<file path="config.mk">
export PLATFORM = sky130hd
export DESIGN_NAME = ber_window_monitor_flat
export DESIGN_NICKNAME = d
export VERILOG_FILES = /design/src/rtl/ber_window_monitor_pkg.sv /design/src/rtl/ber_window_monitor_if.sv /design/src/rtl/ber_window_monitor_wrap_delta.sv /design/src/rtl/ber_window_monitor.sv /design/src/flat_wrapper.sv
export SDC_FILE = /design/constraint.sdc
export NUM_CORES = 1
export LEC_CHECK = 0
export BUFFER_PORTS_ARGS = -buffer_cell sky130_fd_sc_hd__buf_2
export CORE_UTILIZATION = 59
export DETAILED_ROUTE_END_ITERATION = 10
export PLACE_DENSITY = 0.82
export SLEW_MARGIN = 20
export SYNTH_ARGS = -nofsm -noshare
export SYNTH_HDL_FRONTEND = slang
export SYNTH_SLANG_ARGS = --single-unit
</file>
<file path="constraint.sdc">
create_clock -name clock -period 8.2 [get_ports clock]
set_input_delay 2.46 -clock clock [delete_from_list [all_inputs] [get_ports clock]]
set_output_delay 2.46 -clock clock [all_outputs]
set_load 0.02 [all_outputs]
</file>
<file path="src/rtl/ber_window_monitor_pkg.sv">
// ============================================================================
// ber_pkg: shared types, default widths and saturating add for the BER window
// monitor.  Rev 1.0
// ============================================================================
`default_nettype none

package ber_pkg;

   localparam int BER_ERR_W = 13;
   localparam int BER_CNT_W = 16;
   localparam int SAT_W     = 32;

   typedef enum logic [1:0] {
      IDLE = 2'd0,
      ARM  = 2'd1,
      RUN  = 2'd2
   } state_t;

   // Adds two unsigned values and clamps the sum to 2^w-1 (w <= SAT_W).
   function automatic logic [SAT_W-1:0] sat_add(input logic [SAT_W-1:0] a,
                                                input logic [SAT_W-1:0] b,
                                                input int unsigned      w);
      logic [SAT_W:0] sum;
      logic [SAT_W:0] lim;
      sum = {1'b0, a} + {1'b0, b};
      lim = ({{SAT_W{1'b0}}, 1'b1} << w) - {{SAT_W{1'b0}}, 1'b1};
      return (sum > lim) ? lim[SAT_W-1:0] : sum[SAT_W-1:0];
   endfunction

endpackage

`default_nettype wire

</file>
<file path="src/rtl/ber_window_monitor_if.sv">
// ============================================================================
// ber_window_monitor_if: result valid/ready handshake bundle.  Rev 1.0
// ============================================================================
`default_nettype none

interface ber_window_monitor_if
   import ber_pkg::*;
#(
   parameter int ERR_W = BER_ERR_W,
   parameter int CNT_W = BER_CNT_W
);
   logic             res_valid;
   logic             res_ready;
   logic [ERR_W-1:0] res_errors;
   logic [CNT_W-1:0] res_bits;
   logic             res_alarm;
   logic [7:0]       res_index;

   modport master (output res_valid, res_errors, res_bits, res_alarm, res_index,
                   input  res_ready);
   modport slave  (input  res_valid, res_errors, res_bits, res_alarm, res_index,
                   output res_ready);
endinterface

`default_nettype wire

</file>
<file path="src/rtl/ber_window_monitor_wrap_delta.sv">
// ============================================================================
// wrap_delta: modular difference between a wrapping counter and its last
// sampled value.  Rev 1.0
// ============================================================================
`default_nettype none

module wrap_delta #(
   parameter int W = 16
) (
   input  wire logic         clock,
   input  wire logic         reset,
   input  wire logic         en,
   input  wire logic [W-1:0] cur,
   output logic      [W-1:0] delta
);
   logic [W-1:0] prev;

   always_ff @(posedge clock) begin
      if (reset) begin
         prev <= '0;
      end else if (en) begin
         prev <= cur;
      end
   end

   // Natural W-bit wrap of the subtraction gives the increment across rollover.
   assign delta = cur - prev;
endmodule

`default_nettype wire

</file>
<file path="src/rtl/ber_window_monitor.sv">
// ============================================================================
// ber_window_monitor: windowed errors/bits measurement with result handshake.
// Optional threshold alarm enabled by macro BER_ALARM_EN.  Rev 1.0
// ============================================================================
`default_nettype none

module ber_window_monitor
   import ber_pkg::*;
#(
   parameter int ERR_W = BER_ERR_W,
   parameter int CNT_W = BER_CNT_W
) (
   input  wire logic             clock,
   input  wire logic             reset,
   input  wire logic             start,
   input  wire logic             stop,
   input  wire logic [CNT_W-1:0] win_bits,
   input  wire logic [ERR_W-1:0] err_thresh,
   input  wire logic [ERR_W-1:0] total_error_in,
   input  wire logic [CNT_W-1:0] count_in,
   ber_window_monitor_if.master  res,
   output logic                  overrun,
   output logic                  busy
);
   state_t           state, state_nx;
   logic [CNT_W-1:0] win_len, bit_acc, dc, bit_sum, res_bits_q;
   logic [ERR_W-1:0] err_acc, de, err_sum, res_err_q;
   logic [7:0]       index_q;
   logic             valid_q, arm_ok, track, win_close;

   assign arm_ok = (state == IDLE) && start && !stop && (win_bits != '0);
   assign track  = (state != IDLE);

   always_comb begin
      state_nx = state;
      if (stop) begin
         state_nx = IDLE;
      end else begin
         unique case (state)
            IDLE:    if (arm_ok) state_nx = ARM;
            ARM:     state_nx = RUN;
            RUN:     state_nx = RUN;
            default: state_nx = IDLE;
         endcase
      end
   end

   wrap_delta #(.W(CNT_W)) u_bits (
      .clock(clock), .reset(reset), .en(track), .cur(count_in),       .delta(dc)
   );
   wrap_delta #(.W(ERR_W)) u_errs (
      .clock(clock), .reset(reset), .en(track), .cur(total_error_in), .delta(de)
   );

   assign bit_sum   = CNT_W'(sat_add(SAT_W'(bit_acc), SAT_W'(dc), CNT_W));
   assign err_sum   = ERR_W'(sat_add(SAT_W'(err_acc), SAT_W'(de), ERR_W));
   assign win_close = (state == RUN) && !stop && (bit_sum >= win_len);

   always_ff @(posedge clock) begin
      if (reset) begin
         state      <= IDLE;
         busy       <= 1'b0;
         win_len    <= '0;
         bit_acc    <= '0;
         err_acc    <= '0;
         res_bits_q <= '0;
         res_err_q  <= '0;
         index_q    <= '0;
         valid_q    <= 1'b0;
         overrun    <= 1'b0;
      end else begin
         state <= state_nx;
         busy  <= (state_nx != IDLE);
         if (arm_ok) win_len <= win_bits;

         // A closing window restarts at zero so the next one loses no bits.
         if (stop || (state == ARM) || win_close) begin
            bit_acc <= '0;
            err_acc <= '0;
         end else if (state == RUN) begin
            bit_acc <= bit_sum;
            err_acc <= err_sum;
         end

         if (!stop && (state == ARM)) begin
            index_q <= '0;
            overrun <= 1'b0;
         end

         if (win_close) begin
            res_bits_q <= bit_sum;
            res_err_q  <= err_sum;
            index_q    <= index_q + 8'd1;
            valid_q    <= 1'b1;
            if (valid_q && !res.res_ready) overrun <= 1'b1;
         end else if (valid_q && res.res_ready) begin
            valid_q <= 1'b0;
         end
      end
   end

`ifdef BER_ALARM_EN
   logic [ERR_W-1:0] thresh;
   logic             alarm_q;

   always_ff @(posedge clock) begin
      if (reset) begin
         thresh  <= '0;
         alarm_q <= 1'b0;
      end else begin
         if (arm_ok)    thresh  <= err_thresh;
         if (win_close) alarm_q <= (err_sum > thresh);
      end
   end

   assign res.res_alarm = alarm_q;
`else
   logic unused_thresh;
   assign unused_thresh = ^err_thresh;
   assign res.res_alarm = 1'b0;
`endif

   assign res.res_valid  = valid_q;
   assign res.res_errors = res_err_q;
   assign res.res_bits   = res_bits_q;
   assign res.res_index  = index_q;
endmodule

`default_nettype wire

</file>
<file path="src/flat_wrapper.sv">
// flat-port wrapper written by rule: the top's interface ports become plain ports
module ber_window_monitor_flat import ber_pkg::*;
#(
   parameter int ERR_W = BER_ERR_W,
   parameter int CNT_W = BER_CNT_W
)
  (clock, reset, start, stop, win_bits, err_thresh, total_error_in, count_in, overrun, busy, res_res_valid, res_res_errors, res_res_bits, res_res_alarm, res_res_index, res_res_ready);
  ber_window_monitor_if #(.ERR_W(ERR_W), .CNT_W(CNT_W)) res_i ();
  input  wire logic clock;
  input  wire logic reset;
  input  wire logic start;
  input  wire logic stop;
  input  wire logic [CNT_W-1:0] win_bits;
  input  wire logic [ERR_W-1:0] err_thresh;
  input  wire logic [ERR_W-1:0] total_error_in;
  input  wire logic [CNT_W-1:0] count_in;
  output logic overrun;
  output logic busy;
  output wire logic [$bits(res_i.res_valid)-1:0] res_res_valid;
  output wire logic [$bits(res_i.res_errors)-1:0] res_res_errors;
  output wire logic [$bits(res_i.res_bits)-1:0] res_res_bits;
  output wire logic [$bits(res_i.res_alarm)-1:0] res_res_alarm;
  output wire logic [$bits(res_i.res_index)-1:0] res_res_index;
  input wire logic [$bits(res_i.res_ready)-1:0] res_res_ready;
  assign res_res_valid = res_i.res_valid;
  assign res_res_errors = res_i.res_errors;
  assign res_res_bits = res_i.res_bits;
  assign res_res_alarm = res_i.res_alarm;
  assign res_res_index = res_i.res_index;
  assign res_i.res_ready = res_res_ready;
  ber_window_monitor #(.ERR_W(ERR_W), .CNT_W(CNT_W)) u_core (.clock(clock), .reset(reset), .start(start), .stop(stop), .win_bits(win_bits), .err_thresh(err_thresh), .total_error_in(total_error_in), .count_in(count_in), .res(res_i), .overrun(overrun), .busy(busy));
endmodule
</file>
==> flow_metrics.tcl <==
set metrics [dict create \
    routedWlPerCell_um 14.56 \
    min-delay-start "u_core.err_acc[4]" \
    worstMarginPinSlew_ns 1.014 \
    power_density_mw_per_mm2 203.3 \
    synth.most_common_cell "nor2_1" \
    overflow 0 \
    dp_hpwl_um 12310 \
    setup-tns-final_ns 0 \
    dpl_cell_area_sq_mm 0.008264 \
    start_util 0.6167 \
    die-area_sq_mm 0.01322 \
    dp_slack_ns -0.08515 \
    hold_depth 2 \
    drtAntennaViolNets 0 \
    clkSinkCount 116 \
    finalSetupViolCount 0 \
    cp.arrival_ns 8.11 \
    clock.fmax_ghz 0.1284 \
    grt_pass1_vias 6612 \
    port_buffers 89 \
    vias 6859 \
    cts-htree-levels 4 \
    ys_ff_latch 116 \
    cts.clk_slew.worst_paths_ns 0.06 \
    syn_inst 931 \
    synth-seq-area-share 0.3084 \
    yosys_most_used_dff "dfxtp_1" \
    finalHoldViolCount 0 \
    coreArea_sq_mm 0.01221 \
    p_leak_nw 4.092 \
    fin_hold_ws_ns 0.4840 \
    area.growth.synth_to_final_pct 18.24 \
    finalWorstSetupSlack_ns 0.4091 \
    critPathKind "primary input to register" \
    syn_area_sq_mm 0.007531 \
    cp.required_ns 8.52 \
    cp-end-kind "register" \
    finalCritPeriodShare 0.9501 \
    synth_nets 1075 \
    worstPathMaxFanout 15 \
    routed_via_density 5.669 \
    synthTopCellsByArea "dfxtp_1 (31%), ha_1 (13%), nor2_1 (6.7%)" \
    routed_wl_um 17620 \
    yosysWarnings 0 \
    peakVddDrop_v 0.0001415 \
    clock_latency_ns 0.42 \
    p_total_w 0.001810 \
    start_kind "primary input" \
    r2r_start "u_core.u_bits.prev[0]" \
    worstHoldPathType "register to register" \
    period_minus_slack_ns 7.791 \
    finalWeightedCongestion 0.8667 \
    slew_headroom 0.3237 \
    final_area_sq_mm 0.008905 \
    yosysTopAreaCellShare 0.3084 \
    grt_usage 0.2763 \
    r2r_cells 26 \
    synth_top_cells_by_count "nor2_1 (134), dfxtp_1 (116), inv_1 (81), a21oi_1 (77), ha_1 (77)" \
    die_y_um 115.0 \
    drcViolationCount 0 \
    finClkSkew_ns 0.006297 \
    yosysTopAreaCell "dfxtp_1" \
    clock_path_buffers 2 \
    die_x_um 115.0 \
    dr.pass1.iters 5 \
    numCtsBuffers 17 \
    root_buffer "clkbuf_16" \
    ys_async_sr_fraction 0 \
    rsz0062_at_grt "false" \
    status "finished clean" \
    max_cap_viol_count 0 \
    r2r_slack_ns 2.28 \
    hold_path_end "u_core.err_acc[4]" \
    nNetsFinal 1173 \
    drive_gt1_frac 0.1708 \
    cts_setup_buffers 0 \
    grt_antenna_before_repair 0 \
    grt_pass1_wl_um 29100 \
    drt_iter0_markers 343 \
    avgSynthCellArea_sq_um 8.089 \
    grt_max_degree 62 \
    synth_edf_count 0 \
    cts_tree "yes" \
    yosysUniqueCellTypes 64 \
    maxSlewViolCount 0 \
    diodes 0 \
    rows 40 \
    io_pins 104 \
    r2r-end "u_core.bit_acc[12]" \
]
[metrics by stage]
stage	cells	utilization
after floorplan	931	-
after global placement	1177	0.6767
after detailed placement	1177	0.6767
after CTS	1209	0.7262
after global routing	1210	0.7292
final	1210	0.7292
[registers in the layout (all words and copies together), names as in the netlist, 2 cells and up]
| register | count |
|---|---|
| u_core.bit_acc | 16 |
| u_core.err_acc | 13 |
| u_core.res.res_bits | 16 |
| u_core.res.res_errors | 13 |
| u_core.res.res_index | 8 |
| u_core.state | 2 |
| u_core.u_bits.prev | 16 |
| u_core.u_errs.prev | 13 |
| u_core.win_len | 16 |
[cell type report]
| type | count | area, sq um |
|---|---|---|
| clock buffers | 19 | 452.9 |
| clock inverters | 13 | 151.4 |
| fillers | 982 | 3307 |
| inverters | 82 | 307.8 |
| multi-input cells | 693 | 4773 |
| flip-flops and latches | 116 | 2322 |
| well taps | 168 | 210.2 |
| repair buffers | 119 | 686.9 |
[critical path, stage by stage]
cell and delay [ns]:
buf_2 0.10, inv_1 0.05, ha_1 0.17, inv_1 0.06, fa_1 0.40, a21o_1 0.20, a21oi_1 0.21, nand2b_1 0.19
a21oi_2 0.11, a21o_1 0.17, a21oi_1 0.17, xnor2_1 0.10, ha_1 0.43, buf_4 0.17, and4_1 0.21, nand2_1 0.07
o2111ai_1 0.25, xnor2_1 0.17, nor2b_1 0.21, inv_1 0.07, ha_1 0.29, a21oi_1 0.17, o21ai_1 0.12, a2111oi_2 0.33
buf_4 0.19, a2111oi_4 0.10, or4_4 0.68, a211oi_1 0.29
[worst max-delay path by stage]
stage | startpoint | end | slack (ns)
CTS | count_in[0] | u_core.bit_acc[12] | 0.22
global route | count_in[0] | u_core.bit_acc[2] | 0.05
global placement | count_in[0] | u_core.err_acc[0] | 0.02
detailed placement | count_in[0] | u_core.bit_acc[11] | -0.09
finish | count_in[0] | u_core.bit_acc[12] | 0.41
floorplan | count_in[8] | u_core.err_acc[8] | 0.55
[cell usage in the layout (no fill, tap or decap), types with 5 or more instances in the layout]
master      synthesis  final
a211o_1             5      5
a211oi_1           25     24
a211oi_2            8      9
a21o_1             14     14
a21oi_1            77     75
a31oi_1             6      6
and3_1              7      7
buf_2               4     89
buf_4               1     28
clkbuf_16           0     17
clkinvlp_4          0      6
dfxtp_1           116    116
ha_1               77     74
inv_1              81     81
mux2i_1            46     46
nand2_1            40     40
nand2b_1           10     10
nand3_1            17     17
nor2_1            134    134
nor2b_1            17     17
nor3_1             16     16
nor3b_1             7      7
nor4_1              6      6
o211ai_1            5      5
o21a_1             12     12
o21ai_0            68     66
xnor2_1            28     28
xor2_1              8      8
[what timing repair did]
item,in CTS,in global routing
hold buffers,0,0
setup endpoints to repair,0,30
hold endpoints to repair,0,0
resized for setup,0,10
[layer usage]
layer / track usage / wire length, um
met1: 0.3082 / 7574
met2: 0.5104 / 9145
met3: 0.05640 / 527
met4: 0.1126 / 374
met5: 0 / 0
[where the power goes]
| part | switching [W] | leakage [nW] | internal [W] |
|---|---|---|---|
| combinational | 0.000267 | 2.88 | 0.000200 |
| sequential | 0.00000932 | 0.940 | 0.000581 |
| clock | 0.000286 | 0.276 | 0.000467 |
[logic make-up after synthesis]
logic type | count (synthesis) | synth area share
multiplexers | 47 | 0.06263
XOR/XNOR | 36 | 0.04187
AND/OR/NAND/NOR | 271 | 0.1658
buffers and inverters | 123 | 0.06446
AO/OA/AOI/OAI | 256 | 0.2178
adder cells (fa/ha/maj) | 81 | 0.1386
other | 1 | 0.0004979
flip-flops | 116 | 0.3084
(Power assumes the default switching activity.)
